===== src/rtl/change_hopper_if.sv =====
// Hopper controller bus: dispense handshake, drop sensor, refill and fault service signals.
// The master side is the upstream/operator logic; the slave side is the hopper controller.
interface change_hopper_if #(
  parameter int unsigned STOCK_W = 8
) ();
  logic               change_emit_dime;
  logic               change_done;
  logic               hopper_sol_r;
  logic               hopper_sensor;
  logic               refill_valid;
  logic [STOCK_W-1:0] refill_count;
  logic [STOCK_W-1:0] stock_r;
  logic               empty_r;
  logic               fault_r;
  logic [1:0]         fault_code_r;
  logic               fault_clear;

  modport master (
    output change_emit_dime, hopper_sensor, refill_valid, refill_count, fault_clear,
    input  change_done, hopper_sol_r, stock_r, empty_r, fault_r, fault_code_r
  );

  modport slave (
    input  change_emit_dime, hopper_sensor, refill_valid, refill_count, fault_clear,
    output change_done, hopper_sol_r, stock_r, empty_r, fault_r, fault_code_r
  );
endinterface


===== src/rtl/change_hopper_ctrl.sv =====
// Dime hopper controller: turns a one-cycle emit request into a timed solenoid pulse,
// confirms the drop on a debounced sensor, tracks stock and latches faults until cleared.
module change_hopper_ctrl #(
  parameter int unsigned SOL_CYCLES      = 4,
  parameter int unsigned DEBOUNCE_CYCLES = 3,
  parameter int unsigned TIMEOUT_CYCLES  = 64,
  parameter int unsigned STOCK_W         = 8,
  parameter int unsigned STOCK_INIT      = 100
) (
  input logic             clk,
  input logic             rst_n,
  change_hopper_if.slave  bus
);

  localparam int unsigned CntW = $clog2(TIMEOUT_CYCLES + 1);

  typedef enum logic [2:0] {
    StIdle,
    StFire,
    StSense,
    StRelease,
    StDone,
    StFault
  } state_e;

  typedef enum logic [1:0] {
    FcNone  = 2'd0,
    FcEmpty = 2'd1,
    FcJam   = 2'd2,
    FcStuck = 2'd3
  } fault_code_e;

  state_e              state_q, state_d;
  fault_code_e         code_q, code_d;
  logic [CntW-1:0]     timer_q;
  logic [CntW-1:0]     deb_q;
  logic                sol_q, done_q, fault_q;
  logic [STOCK_W-1:0]  stock_q, stock_d;
  logic                empty_q;
  logic [STOCK_W:0]    stock_sum;
  logic                timer_last;
  logic                deb_last;
  logic                stock_dec;

  // Next-state and fault-code decode; sensor is only looked at in SENSE and RELEASE.
  always_comb begin
    state_d    = state_q;
    code_d     = code_q;
    timer_last = (timer_q == CntW'(TIMEOUT_CYCLES - 1));
    deb_last   = bus.hopper_sensor && (deb_q == CntW'(DEBOUNCE_CYCLES - 1));
    case (state_q)
      StIdle: begin
        if (bus.change_emit_dime) begin
          if (stock_q != '0) begin
            state_d = StFire;
          end else begin
            state_d = StFault;
            code_d  = FcEmpty;
          end
        end
      end
      StFire: begin
        if (timer_q == CntW'(SOL_CYCLES - 1)) state_d = StSense;
      end
      StSense: begin
        // A confirm landing on the same edge as the timeout wins.
        if (deb_last) begin
          state_d = StRelease;
        end else if (timer_last) begin
          state_d = StFault;
          code_d  = FcJam;
        end
      end
      StRelease: begin
        if (!bus.hopper_sensor) begin
          state_d = StDone;
        end else if (timer_last) begin
          state_d = StFault;
          code_d  = FcStuck;
        end
      end
      StDone: state_d = StIdle;
      StFault: begin
        if (bus.fault_clear) begin
          state_d = StIdle;
          code_d  = FcNone;
        end
      end
      default: begin
        state_d = StIdle;
        code_d  = FcNone;
      end
    endcase
  end

  // FSM state, per-state timer/debounce counters and registered outputs.
  always_ff @(posedge clk) begin
    if (!rst_n) begin
      state_q <= StIdle;
      code_q  <= FcNone;
      timer_q <= '0;
      deb_q   <= '0;
      sol_q   <= 1'b0;
      done_q  <= 1'b0;
      fault_q <= 1'b0;
    end else begin
      state_q <= state_d;
      code_q  <= code_d;
      sol_q   <= (state_d == StFire);
      done_q  <= (state_d == StDone);
      fault_q <= (state_d == StFault);
      if (state_d != state_q) begin
        timer_q <= '0;
        deb_q   <= '0;
      end else begin
        if (state_q == StFire || state_q == StSense || state_q == StRelease) begin
          timer_q <= timer_q + CntW'(1);
        end
        if (state_q == StSense) begin
          deb_q <= bus.hopper_sensor ? deb_q + CntW'(1) : '0;
        end
      end
    end
  end

  // Stock arithmetic: decrement on DONE plus optional refill, saturating at all-ones.
  // DONE is only reachable with stock >= 1, so the subtraction cannot wrap.
  always_comb begin
    stock_dec = (state_q == StDone);
    stock_sum = {1'b0, stock_q}
              + (bus.refill_valid ? {1'b0, bus.refill_count} : {(STOCK_W + 1){1'b0}})
              - {{STOCK_W{1'b0}}, stock_dec};
    stock_d   = stock_sum[STOCK_W] ? {STOCK_W{1'b1}} : stock_sum[STOCK_W-1:0];
  end

  // Stock register and its registered empty flag.
  always_ff @(posedge clk) begin
    if (!rst_n) begin
      stock_q <= STOCK_W'(STOCK_INIT);
      empty_q <= (STOCK_INIT == 0);
    end else begin
      stock_q <= stock_d;
      empty_q <= (stock_d == '0);
    end
  end

  assign bus.change_done  = done_q;
  assign bus.hopper_sol_r = sol_q;
  assign bus.stock_r      = stock_q;
  assign bus.empty_r      = empty_q;
  assign bus.fault_r      = fault_q;
  assign bus.fault_code_r = code_q;

endmodule


===== src/flat_wrapper.sv =====
// flat-port wrapper written by rule: the top's interface ports become plain ports
module change_hopper_ctrl_flat 
#(
  parameter int unsigned SOL_CYCLES      = 4,
  parameter int unsigned DEBOUNCE_CYCLES = 3,
  parameter int unsigned TIMEOUT_CYCLES  = 64,
  parameter int unsigned STOCK_W         = 8,
  parameter int unsigned STOCK_INIT      = 100
)
  (clk, rst_n, bus_change_emit_dime, bus_hopper_sensor, bus_refill_valid, bus_refill_count, bus_fault_clear, bus_change_done, bus_hopper_sol_r, bus_stock_r, bus_empty_r, bus_fault_r, bus_fault_code_r);
  change_hopper_if #(.STOCK_W(STOCK_W)) bus_i ();
  input logic clk;
  input logic rst_n;
  input wire logic [$bits(bus_i.change_emit_dime)-1:0] bus_change_emit_dime;
  input wire logic [$bits(bus_i.hopper_sensor)-1:0] bus_hopper_sensor;
  input wire logic [$bits(bus_i.refill_valid)-1:0] bus_refill_valid;
  input wire logic [$bits(bus_i.refill_count)-1:0] bus_refill_count;
  input wire logic [$bits(bus_i.fault_clear)-1:0] bus_fault_clear;
  output wire logic [$bits(bus_i.change_done)-1:0] bus_change_done;
  output wire logic [$bits(bus_i.hopper_sol_r)-1:0] bus_hopper_sol_r;
  output wire logic [$bits(bus_i.stock_r)-1:0] bus_stock_r;
  output wire logic [$bits(bus_i.empty_r)-1:0] bus_empty_r;
  output wire logic [$bits(bus_i.fault_r)-1:0] bus_fault_r;
  output wire logic [$bits(bus_i.fault_code_r)-1:0] bus_fault_code_r;
  assign bus_i.change_emit_dime = bus_change_emit_dime;
  assign bus_i.hopper_sensor = bus_hopper_sensor;
  assign bus_i.refill_valid = bus_refill_valid;
  assign bus_i.refill_count = bus_refill_count;
  assign bus_i.fault_clear = bus_fault_clear;
  assign bus_change_done = bus_i.change_done;
  assign bus_hopper_sol_r = bus_i.hopper_sol_r;
  assign bus_stock_r = bus_i.stock_r;
  assign bus_empty_r = bus_i.empty_r;
  assign bus_fault_r = bus_i.fault_r;
  assign bus_fault_code_r = bus_i.fault_code_r;
  change_hopper_ctrl #(.SOL_CYCLES(SOL_CYCLES), .DEBOUNCE_CYCLES(DEBOUNCE_CYCLES), .TIMEOUT_CYCLES(TIMEOUT_CYCLES), .STOCK_W(STOCK_W), .STOCK_INIT(STOCK_INIT)) u_core (.clk(clk), .rst_n(rst_n), .bus(bus_i));
endmodule

===== config.mk =====
export PLATFORM = sky130hd
export DESIGN_NAME = change_hopper_ctrl_flat
export DESIGN_NICKNAME = d
export VERILOG_FILES = /design/src/rtl/change_hopper_if.sv /design/src/rtl/change_hopper_ctrl.sv /design/src/flat_wrapper.sv
export SDC_FILE = /design/constraint.sdc
export NUM_CORES = 1
export LEC_CHECK = 0
export CELL_PAD_IN_SITES_DETAIL_PLACEMENT = 1
export CELL_PAD_IN_SITES_GLOBAL_PLACEMENT = 1
export CORE_MARGIN = 2
export CORE_UTILIZATION = 42
export DETAILED_ROUTE_END_ITERATION = 8
export GPL_ROUTABILITY_DRIVEN = 1
export HOLD_SLACK_MARGIN = 0.08
export PLACE_DENSITY_LB_ADDON = 0.1
export SYNTH_ARGS = -nofsm -noshare
export SYNTH_HDL_FRONTEND = slang
export SYNTH_SLANG_ARGS = --single-unit

===== constraint.sdc =====
create_clock -name clk -period 3.6 [get_ports clk]
set_input_delay 0.72 -clock clk [delete_from_list [all_inputs] [get_ports clk]]
set_output_delay 0.72 -clock clk [all_outputs]
set_load 0.005 [all_outputs]

# Word level (Yosys, flattened, before mapping)
# Cells that the tools add are included.
word_totals:
  register_bits: 31
  inputBits: 14
  out_inout_bits: 14
  wordCells: 62
classes:
  addsub: 4
  n_eq_ne: 19
  muxes: 19
  bitwise_logic: 2
  n_reduce_logical: 9
ops:
  columns: ["operator", "n"]
  rows:
  - ["2-to-1 mux 3 bit", 7]
  - ["2-to-1 mux 8 bit", 2]
  - ["one-hot mux 3 bit (5 select lines)", 1]
  - ["adder 7 x 1 -> 7 bit (second input constant)", 2]
  - ["== test 7 x 2 -> 1 bit (second input constant)", 2]
  - ["2-to-1 mux 2 bit", 7]
  - ["== test 3 bit (second input constant)", 4]
  - ["inequality test 2 bit (second input constant)", 5]
  - ["one-hot mux 2 bit (5 select lines)", 1]
  - ["adder 8 x 9 -> 9 bit", 1]
  - ["subtractor 9 x 1 -> 9 bit", 1]
  - ["zero test 8 bit", 1]
  - ["AND reduction 8 bit", 1]
  - ["nonzero test 8 bit", 1]
  - ["== test 7 x 6 -> 1 bit (second input constant)", 1]
  - ["2-to-1 mux 7 bit", 1]
  - ["== test 3 x 1 -> 1 bit (second input constant)", 2]
  - ["== test 3 x 2 -> 1 bit (second input constant)", 2]
  - ["inequality test 2 x 1 -> 1 bit (second input constant)", 2]
  - ["OR reduction 2 bit", 2]
  - ["zero test 3 bit", 1]
  - ["inequality test 3 bit", 1]
  - ["logical OR 1 bit", 2]
  - ["inverter 1 bit", 2]
  - ["logical AND 1 bit", 1]

# Longest topological paths before layout
# Gate-level depths: netlist of the first run.
logic_depth:
  ltp_word: 6
  ltp_mapped: 11
  ltp_nobuf: 11

# Least setup slack after synthesis of the first run
# Ideal clock, no wire load.
synth_timing:
  path_type: "input to register"
  from: "input bus_refill_valid"
  to: "register u_core.empty_q, in the netlist u_core.bus.empty_r"
  setup_time_ns: 0.092
  t_arrival_ns: 2.772
  required_time_ns: 3.508
  path_slack_ns: 0.736
  path_stages: 9
  path_buffers: 1
  cell_sequence: "clkbuf_1 > nand2_1 > ha_1 > inv_1 > fa_1 > xor2_1 > or3_1 > or3_1 > nor4_1"
synth_between:
  elab_chain_cells: 5
synth_rtl:
  columns: ["element", "line", "text"]
  rows:
  - ["start, declared", "flat_wrapper.sv:16", "input wire logic [$bits(bus_i.refill_valid)-1:0] bus_refill_valid;"]
  - ["2-to-1 mux 8 bit", "change_hopper_ctrl.sv:131", "+ (bus.refill_valid ? {1'b0, bus.refill_count} : {(STOCK_W + 1){1'b0}})"]
  - ["adder 8 x 9 -> 9 bit", "change_hopper_ctrl.sv:131", null]
  - ["subtractor 9 x 1 -> 9 bit", "change_hopper_ctrl.sv:132", "- {{STOCK_W{1'b0}}, stock_dec};"]
  - ["2-to-1 mux 8 bit", "change_hopper_ctrl.sv:133", "stock_d = stock_sum[STOCK_W] ? {STOCK_W{1'b1}} : stock_sum[STOCK_W-1:0];"]
  - ["zero test 8 bit", "change_hopper_ctrl.sv:143", "empty_q <= (stock_d == '0);"]
  - ["end signal, assigned", "change_hopper_ctrl.sv:140", "empty_q <= (STOCK_INIT == 0);"]
  - ["end signal, assigned", "change_hopper_ctrl.sv:143", null]
  - ["end, declared", "change_hopper_ctrl.sv:39", "logic empty_q;"]
# No other way between the ends.
# A chain may end at the register's enable or synchronous reset.

# Final worst setup path of the first run
# Ends and elaborated chain as after synthesis.

==> metrics.txt, run 1 <==
Critical Path Max Stage Delay 0.64 ns; Clk pwr share 0.236; final core utilization 0.518; CTS clk-pin slew, worst paths 0.07 ns; port buffer count 27; Slew headroom 0.621; PnR worst setup slack 0.351 ns; Reg-to-Reg End u_core.bus.empty_r; grt ovf 0; startpoint types input port; clk_lat worst skew 0.29 ns; Residual DRC 0; Setup Fix Bufs, Post-CTS 0; die area 0.00582 sq mm; total track usage 0.186; CTS tree yes; first-pass GRT wire length 8930 microns; share of post-route cells with drive strength above 1 0.137; vias in the first global route 1,921; Net Sw Power 0.572 mW; critical path depth 10; Crit Reg-Reg Startpoint u_core.state_q[2]; share of the synthesized area in the top cell type 0.283; Reg2Reg Setup Slack 0.51 ns; MaxCap Viol Count 0; Max Buffers Root-to-Sink 2; status completed; DR iter-0 viols 63; Max Slew Vio Count 0; ANT nets after route 0; Core Area 0.00507 sq mm; CP startpoint bus_refill_valid; number of vias per cell 5.39; Syn Inst Count 262; Worst EP required 3.77 ns; worst vdd ir 0.342 mV; critical path buffer and inverter count 2; CTS buffer count 5; DR WL/cell 14.5 microns; number of diodes 0; Synth Cell Area 0.00219 sq mm; Worst path slowest cell clkdlybuf4s50_1; fillers 628; Syn-to-layout area delta 19.8%; DP HPWL 4090 microns; Hold Crit Class reg2reg; Post-synth EDFFs 0; Sw Ratio 0.371; Placer Congestion 0.788; fin crit share 0.903; initial core utilization 0.432; largest net degree at the start of global routing 18; async set-reset flop share out of synthesis 0; chip width 76.3 microns; RSZ-0062 raised after global routing false; critical path endpoint category register; # setup viols final 0; setup tns final 0 ns; Avg Cell Area, Syn 8.38 sq um; #FFs+latches synth 31; # IOs 28; final hold viol count 0; post-synth cell types 62; Setup CP Type in2reg; dominant cells by area after synthesis dfxtp_1, ha_1, inv_1, nand2_1, o21a_1; crit-path leading delay family simple AND/OR/NAND/NOR gates; PostCTS Resize Cnt 0; CP arrival 3.42 ns; Synth Warn # 0; DR pass1 iterations 4; Internal 0.969 mW; Least-Margin Pin Slew 0.568 ns; R2R cell count 9; root buf cell clkbuf_8; Worst setup endpoint u_core.bus.empty_r; Fmax 0.308 GHz; register area share after synthesis 0.283; vias 1,944; Synth Net Count 296; static leakage power 1.05 nW; Rows 26; post-layout net count 324; Power Density 586 mW/mm^2; # clock sinks 31; Final Skew 0.00866 ns; H-tree depth 2; sequence of cells on the critical path clkdlybuf4s50_1 > nand2_1 > ha_1 > inv_1 > fa_1 > a21oi_1 > o21bai_1 > xor2_1 > or3_1 > nor4_1; Crit Path Max Fanout 8; hold_buf cts 0; Sequential Power Share 0.275; cell taking the most area after synthesis dfxtp_1; most common flop cell mapped by yosys dfxtp_1; initial antenna violation count 0; crit path time final 3.25 ns; Post-Route WL 5230 microns; pre-CTS WS 0.0594 ns; combinational power share 0.489; Die Y 76.3 microns
[cell families after synthesis]
kind of cell             share of synthesized area
AO/OA/AOI/OAI                                0.188
XOR/XNOR                                    0.0519
adder cells (fa/ha/maj)                      0.117
buffers and inverters                       0.0821
flip-flops                                   0.283
multiplexers                               0.00456
AND/OR/NAND/NOR                              0.273
[synth_stat cells (3+ instances only)]
cell type   n
buf_2       3
nor4_1      3
o21a_1      9
nand3_1     8
and2_1      3
nor2_2     10
nor2b_1     5
nand4b_1    3
or3_1       4
a31oi_1     3
a21oi_1    12
nand2_1    22
xor2_1      6
nor2_1      9
nor3_1      9
nand4_1     4
dfxtp_1    31
buf_6       3
ha_1       19
inv_1      30
or2_2       3
o21ai_0     9
xnor2_1     7
[flip-flops by register name, summed over array words and instances (netlist names), 2 cells and up]
register	cells
u_core.bus.stock_r	8
u_core.deb_q	7
u_core.bus.fault_code_r	2
u_core.state_q	3
u_core.timer_q	7
[metal layers]
layer / global-route usage / wire length [microns] / vias up
li1: - / - / 973
met2: 0.323 / 2560 / 42
met4: 0.0436 / 37 / 0
met3: 0.0344 / 188 / 4
met1: 0.239 / 2450 / 925
met5: 0 / 0 / -
[cell type report]
| type | count | area [sq um] | area share |
|---|---|---|---|
| clock buffers | 6 | 82.6 | 0.0314 |
| clock inverters | 2 | 35.0 | 0.0133 |
| inverters | 31 | 116 | 0.0443 |
| multi-input cells | 191 | 1390 | 0.530 |
| flip-flops and latches | 31 | 621 | 0.236 |
| well taps | 70 | 87.6 | 0.0333 |
| repair buffers | 30 | 293 | 0.111 |
[worst register-to-register path: cells and delay by family (launching register included)]
family | cells | cell delay [ns]
AND/OR/NAND/NOR | 4 | 1.29
adder cells (fa/ha/maj) | 3 | 0.89
flip-flops | 1 | 0.58
buffers and inverters | 2 | 0.24
[power groups by stage]
stage / registers (mW) / logic [mW] / clock network [mW]
after global placement: 0.432 / 0.744 / 0
after floorplan: 0.424 / 0.545 / 0
after detailed placement: 0.431 / 0.762 / 0
after CTS: 0.425 / 0.771 / 0.372
after global routing: 0.430 / 0.877 / 0.386
final: 0.423 / 0.754 / 0.363
[per-stage QoR]
step           hold slack (ns)  instance area (sq um)  std cells  power, mW
3_3_place_gp             0.453                   2510        353       1.18
2_1_floorplan            0.461                   2190        262      0.969
4_1_cts                  0.476                   2630        361       1.57
6_report                 0.472                   2630        361       1.54
5_1_grt                  0.499                   2630        361       1.69
3_5_place_dp             0.459                   2510        353       1.19
[placed cells by master, fill, tap and decap left out, drive strengths merged, types with 3 or more instances in the layout]
master,n
dfxtp,31
inv,31
clkdlybuf4s50,27
nand2,23
ha,19
nor2,19
a21oi,12
nor3,10
o21ai,10
o21a,9
nand3,9
xnor2,7
xor2,6
clkbuf,6
nor2b,5
or3,4
nand4,4
nor4,4
and2,3
a31oi,3
or2,3
nand4b,3
buf,3
nor3b,3
a211oi,3
o211ai,3
[how the worst min path moves through the flow]
| stage | from | end | slack [ns] | cells past startpoint |
|---|---|---|---|---|
| 2_1_floorplan | u_core.deb_q[1] | u_core.deb_q[1] | 0.46 | 2 |
| 3_3_place_gp | u_core.bus.fault_code_r[0] | u_core.bus.fault_code_r[0] | 0.45 | 1 |
| 3_5_place_dp | u_core.bus.fault_code_r[0] | u_core.bus.fault_code_r[0] | 0.46 | 1 |
| 4_1_cts | u_core.bus.fault_code_r[0] | u_core.bus.fault_code_r[0] | 0.48 | 1 |
| 5_1_grt | u_core.bus.fault_code_r[0] | u_core.bus.fault_code_r[0] | 0.50 | 1 |
| 6_report | u_core.bus.fault_code_r[0] | u_core.bus.fault_code_r[0] | 0.47 | 1 |
No activity file was read; power rests on OpenSTA's default activity.
==> run 2: changes to the inputs <==
--- a/config.mk
+++ b/config.mk
@@ -5,14 +5,17 @@
 export SDC_FILE = /design/constraint.sdc
 export NUM_CORES = 1
 export LEC_CHECK = 0
+export ABC_AREA = 1
 export CELL_PAD_IN_SITES_DETAIL_PLACEMENT = 1
 export CELL_PAD_IN_SITES_GLOBAL_PLACEMENT = 1
 export CORE_MARGIN = 2
-export CORE_UTILIZATION = 42
+export CORE_UTILIZATION = 40
 export DETAILED_ROUTE_END_ITERATION = 8
 export GPL_ROUTABILITY_DRIVEN = 1
+export GPL_TIMING_DRIVEN = 1
 export HOLD_SLACK_MARGIN = 0.08
 export PLACE_DENSITY_LB_ADDON = 0.1
+export SLEW_MARGIN = 40
 export SYNTH_ARGS = -nofsm -noshare
 export SYNTH_HDL_FRONTEND = slang
 export SYNTH_SLANG_ARGS = --single-unit
==> metrics.txt, run 2 <==
critical path endpoint category register; share of the synthesized area in the top cell type 0.283 (unchanged); Slew headroom 0.693 (+0.0724); Placer Congestion 0.837 (+6.2%); static leakage power 1.26 nW (+21%); Die Y 78.1 microns (+2.3%); fin crit share 0.812 (-0.0906); Placed Area 0.00252 sq mm (+0.20%); ANT nets after route 0 (unchanged); critical path depth 12 (+2); #FFs+latches synth 31 (unchanged); chip width 78.1 microns (+2.3%); Hold Crit Class reg2reg; register area share after synthesis 0.283 (unchanged); Most Crowded Layer GR met2; share of post-route cells with drive strength above 1 0.0971 (-0.0403); largest family of logic cells by synthesized area simple AND/OR/NAND/NOR gates; Final Skew 0.00636 ns (-0.00230 ns); DR pass1 iterations 4 (unchanged); dominant cells by area after synthesis dfxtp_1, nand2_1, ha_1, inv_1, nor2_1; vias 2,079 (+6.9%); hold_sp u_core.bus.fault_code_r[0]; Reg-to-Reg End u_core.bus.stock_r[5]; top cell types by occurrence after synthesis nand2_1, inv_1, nor2_1; crit-path leading delay family buffers and inverters; Synth Warn # 0 (unchanged); commonest non-fill, non-tap cell in the layout nand2_1; Synth Cell Area 0.00219 sq mm (unchanged); Max Buffers Root-to-Sink 2 (unchanged); Setup Fix Bufs, Post-CTS 0 (unchanged); final instance area 0.00262 sq mm (-0.48%); met1 GRT Util 0.281 (+0.0415); CTS tree yes; DP HPWL 4480 microns (+9.5%); Sequential Area 621 sq um (unchanged); Power Density 556 mW/mm^2 (-5.2%); XOR/XNOR Fraction of Synth Area 0.0319 (-0.0200); cell taking the most area after synthesis dfxtp_1; # setup viols final 0 (unchanged); Worst EP required 3.77 ns (about the same); number of diodes 0 (unchanged); H-tree depth 2 (unchanged); startpoint types input port; number of vias per cell 4.95 (-8.1%); vias in the first global route 2,244 (+17%); CTS buffer count 5 (unchanged); most common flop cell mapped by yosys dfxtp_1; DR iter-0 viols 60 (-4.8%); RSZ-0062 raised after global routing false; initial core utilization 0.422 (-0.0108); Reg2Reg Setup Slack 0.88 ns (+0.37 ns); placed cells 412 (+17%); Multi-input gate area 0.00132 sq mm (-5.3%); simple-gate portion of the synthesized area 0.377 (+0.104); fillers 699 (+11%); pre-CTS WS 0.364 ns (+0.305 ns); critical path buffer and inverter count 2 (unchanged); final hold viol count 0 (unchanged); largest net degree at the start of global routing 15 (-3); Avg Cell Area, Syn 6.86 sq um (-18%); sequence of cells on the critical path clkdlybuf4s50_1 > nand2_1 > ha_1 > inv_1 > ha_1 > a21oi_1 > o21a_1 > nand2_1 > nand2_1 > nand2_1 > nor2_1 > nand2_1; Net Sw Power 0.591 mW (+3.3%); grt ovf 0 (unchanged); Worst setup endpoint u_core.bus.stock_r[5]; # clock sinks 31 (unchanged); complex-gate fraction of the synthesized area 0.0707 (-0.117); setup tns final 0 ns (unchanged); mux cell area share after synthesis 0.00456 (unchanged); met3 Usage GRT 0.0391 (+0.00472); Post-Route WL 5660 microns (+8.2%); post-layout net count 383 (+18%); Max Slew Vio Count 0 (unchanged); total track usage 0.208 (+0.0222); CP startpoint bus_refill_valid; PnR worst setup slack 0.677 ns (+0.326 ns); Fmax 0.342 GHz (+11%); CTS clk-pin slew, worst paths 0.07 ns (about the same); Post-synth EDFFs 0 (unchanged); Crit Path Max Fanout 8 (unchanged); Synth Net Count 354 (+20%); Internal 0.863 mW (-11%); most frequent cell on the critical path nand2_1; port buffer count 27 (unchanged); worst vdd ir 0.304 mV (-11%); hold_buf cts 0 (unchanged); Crit Reg-Reg Startpoint u_core.state_q[0]; Rows 26 (unchanged); post-synth cell types 31 (-50%); clk_lat worst skew 0.29 ns (about the same); combinational power share 0.497 (+0.008); CP arrival 3.09 ns (-0.33 ns); initial antenna violation count 0 (unchanged); R2R cell count 15 (+6); Worst path slowest cell clkdlybuf4s50_1; # IOs 28 (unchanged); Syn Inst Count 320 (+22%); Sequential Power Share 0.294 (+0.019); async set-reset flop share out of synthesis 0 (unchanged); MaxCap Viol Count 0 (unchanged); root buf cell clkbuf_8; Syn-to-layout area delta 19.2%; top-count cell post-synth nand2_1; DR WL/cell 13.5 microns (-7.0%); Core Area 0.00520 sq mm (+2.6%); status completed; max reg flops 8 (unchanged); non-filler cells in the finished layout 420 (+16%); Critical Path Max Stage Delay 0.65 ns (about the same); Adder-Cell Fraction of Synth Area 0.117 (unchanged); die area 0.00609 sq mm (+4.7%); Least-Margin Pin Slew 0.460 ns (-0.108 ns); Clk pwr share 0.209 (-0.027); Setup CP Type in2reg; Sw Ratio 0.407 (+0.0352); first-pass GRT wire length 10,200 microns (+14%); most frequent cells in the layout nand2_1, inv_1, nor2_1, dfxtp_1, clkdlybuf4s50_1; crit path time final 2.92 ns (-0.326 ns); PostCTS Resize Cnt 0 (unchanged); met2 GRT Util 0.342 (+0.0192); Residual DRC 0 (unchanged)
run 2: power by group through the flow:
stage	clock network, mW	registers, mW	logic [mW]
5_1_grt	0.323	0.432	0.853
4_1_cts	0.311	0.428	0.734
6_report	0.303	0.427	0.723
3_5_place_dp	0	0.435	0.728
3_3_place_gp	0	0.436	0.702
2_1_floorplan	0	0.424	0.500
run 2: cell families after synthesis:
family,Yosys count
compound gates,29
xor+xnor,8
fa+ha+maj,20
buf+inv,61
flops,31
mux,1
simple gates,170
run 2: cell type report:
type                            instances  share of cell area
Inverter                               56              0.0832
Timing Repair Buffer                   27               0.103
Tap cell                               70              0.0335
Sequential cell                        31               0.237
Clock buffer                            8              0.0383
Multi-Input combinational cell        228               0.505
run 2: per-stage QoR:
stage,util,total power [mW],hold slack (ns)
2_1_floorplan,-,0.924,0.465
3_3_place_gp,0.483,1.14,0.453
3_5_place_dp,0.483,1.16,0.475
4_1_cts,0.503,1.47,0.492
5_1_grt,0.503,1.61,0.550
6_report,0.503,1.45,0.491
run 2: worst min path at each step:
| stage | end | cells past startpoint |
|---|---|---|
| after global placement | u_core.bus.fault_code_r[0] | 2 |
| after detailed placement | u_core.bus.fault_code_r[0] | 2 |
| after floorplan | u_core.bus.fault_code_r[0] | 2 |
| final | u_core.bus.fault_code_r[0] | 2 |
| after global routing | u_core.bus.fault_code_r[0] | 2 |
| after CTS | u_core.bus.fault_code_r[0] | 2 |
run 2: worst register-to-register path, cell delays in order (launching register included):
cell     delay (ns)
dfxtp_1        0.48
inv_2          0.14
nand2_2        0.16
nor2_1         0.07
ha_1           0.27
inv_1          0.04
ha_1           0.22
fa_1           0.41
nand3_1        0.10
nand2_1        0.10
nand2_1        0.10
nand2_1        0.06
nand2_1        0.08
nand2_1        0.12
nor2_1         0.19
nand2_1        0.07
run 2: layer usage:
metal	routed length [microns]	up-vias
li1	-	1072
met1	2900	979
met2	2580	22
met3	135	6
met4	53	0
met5	0	-
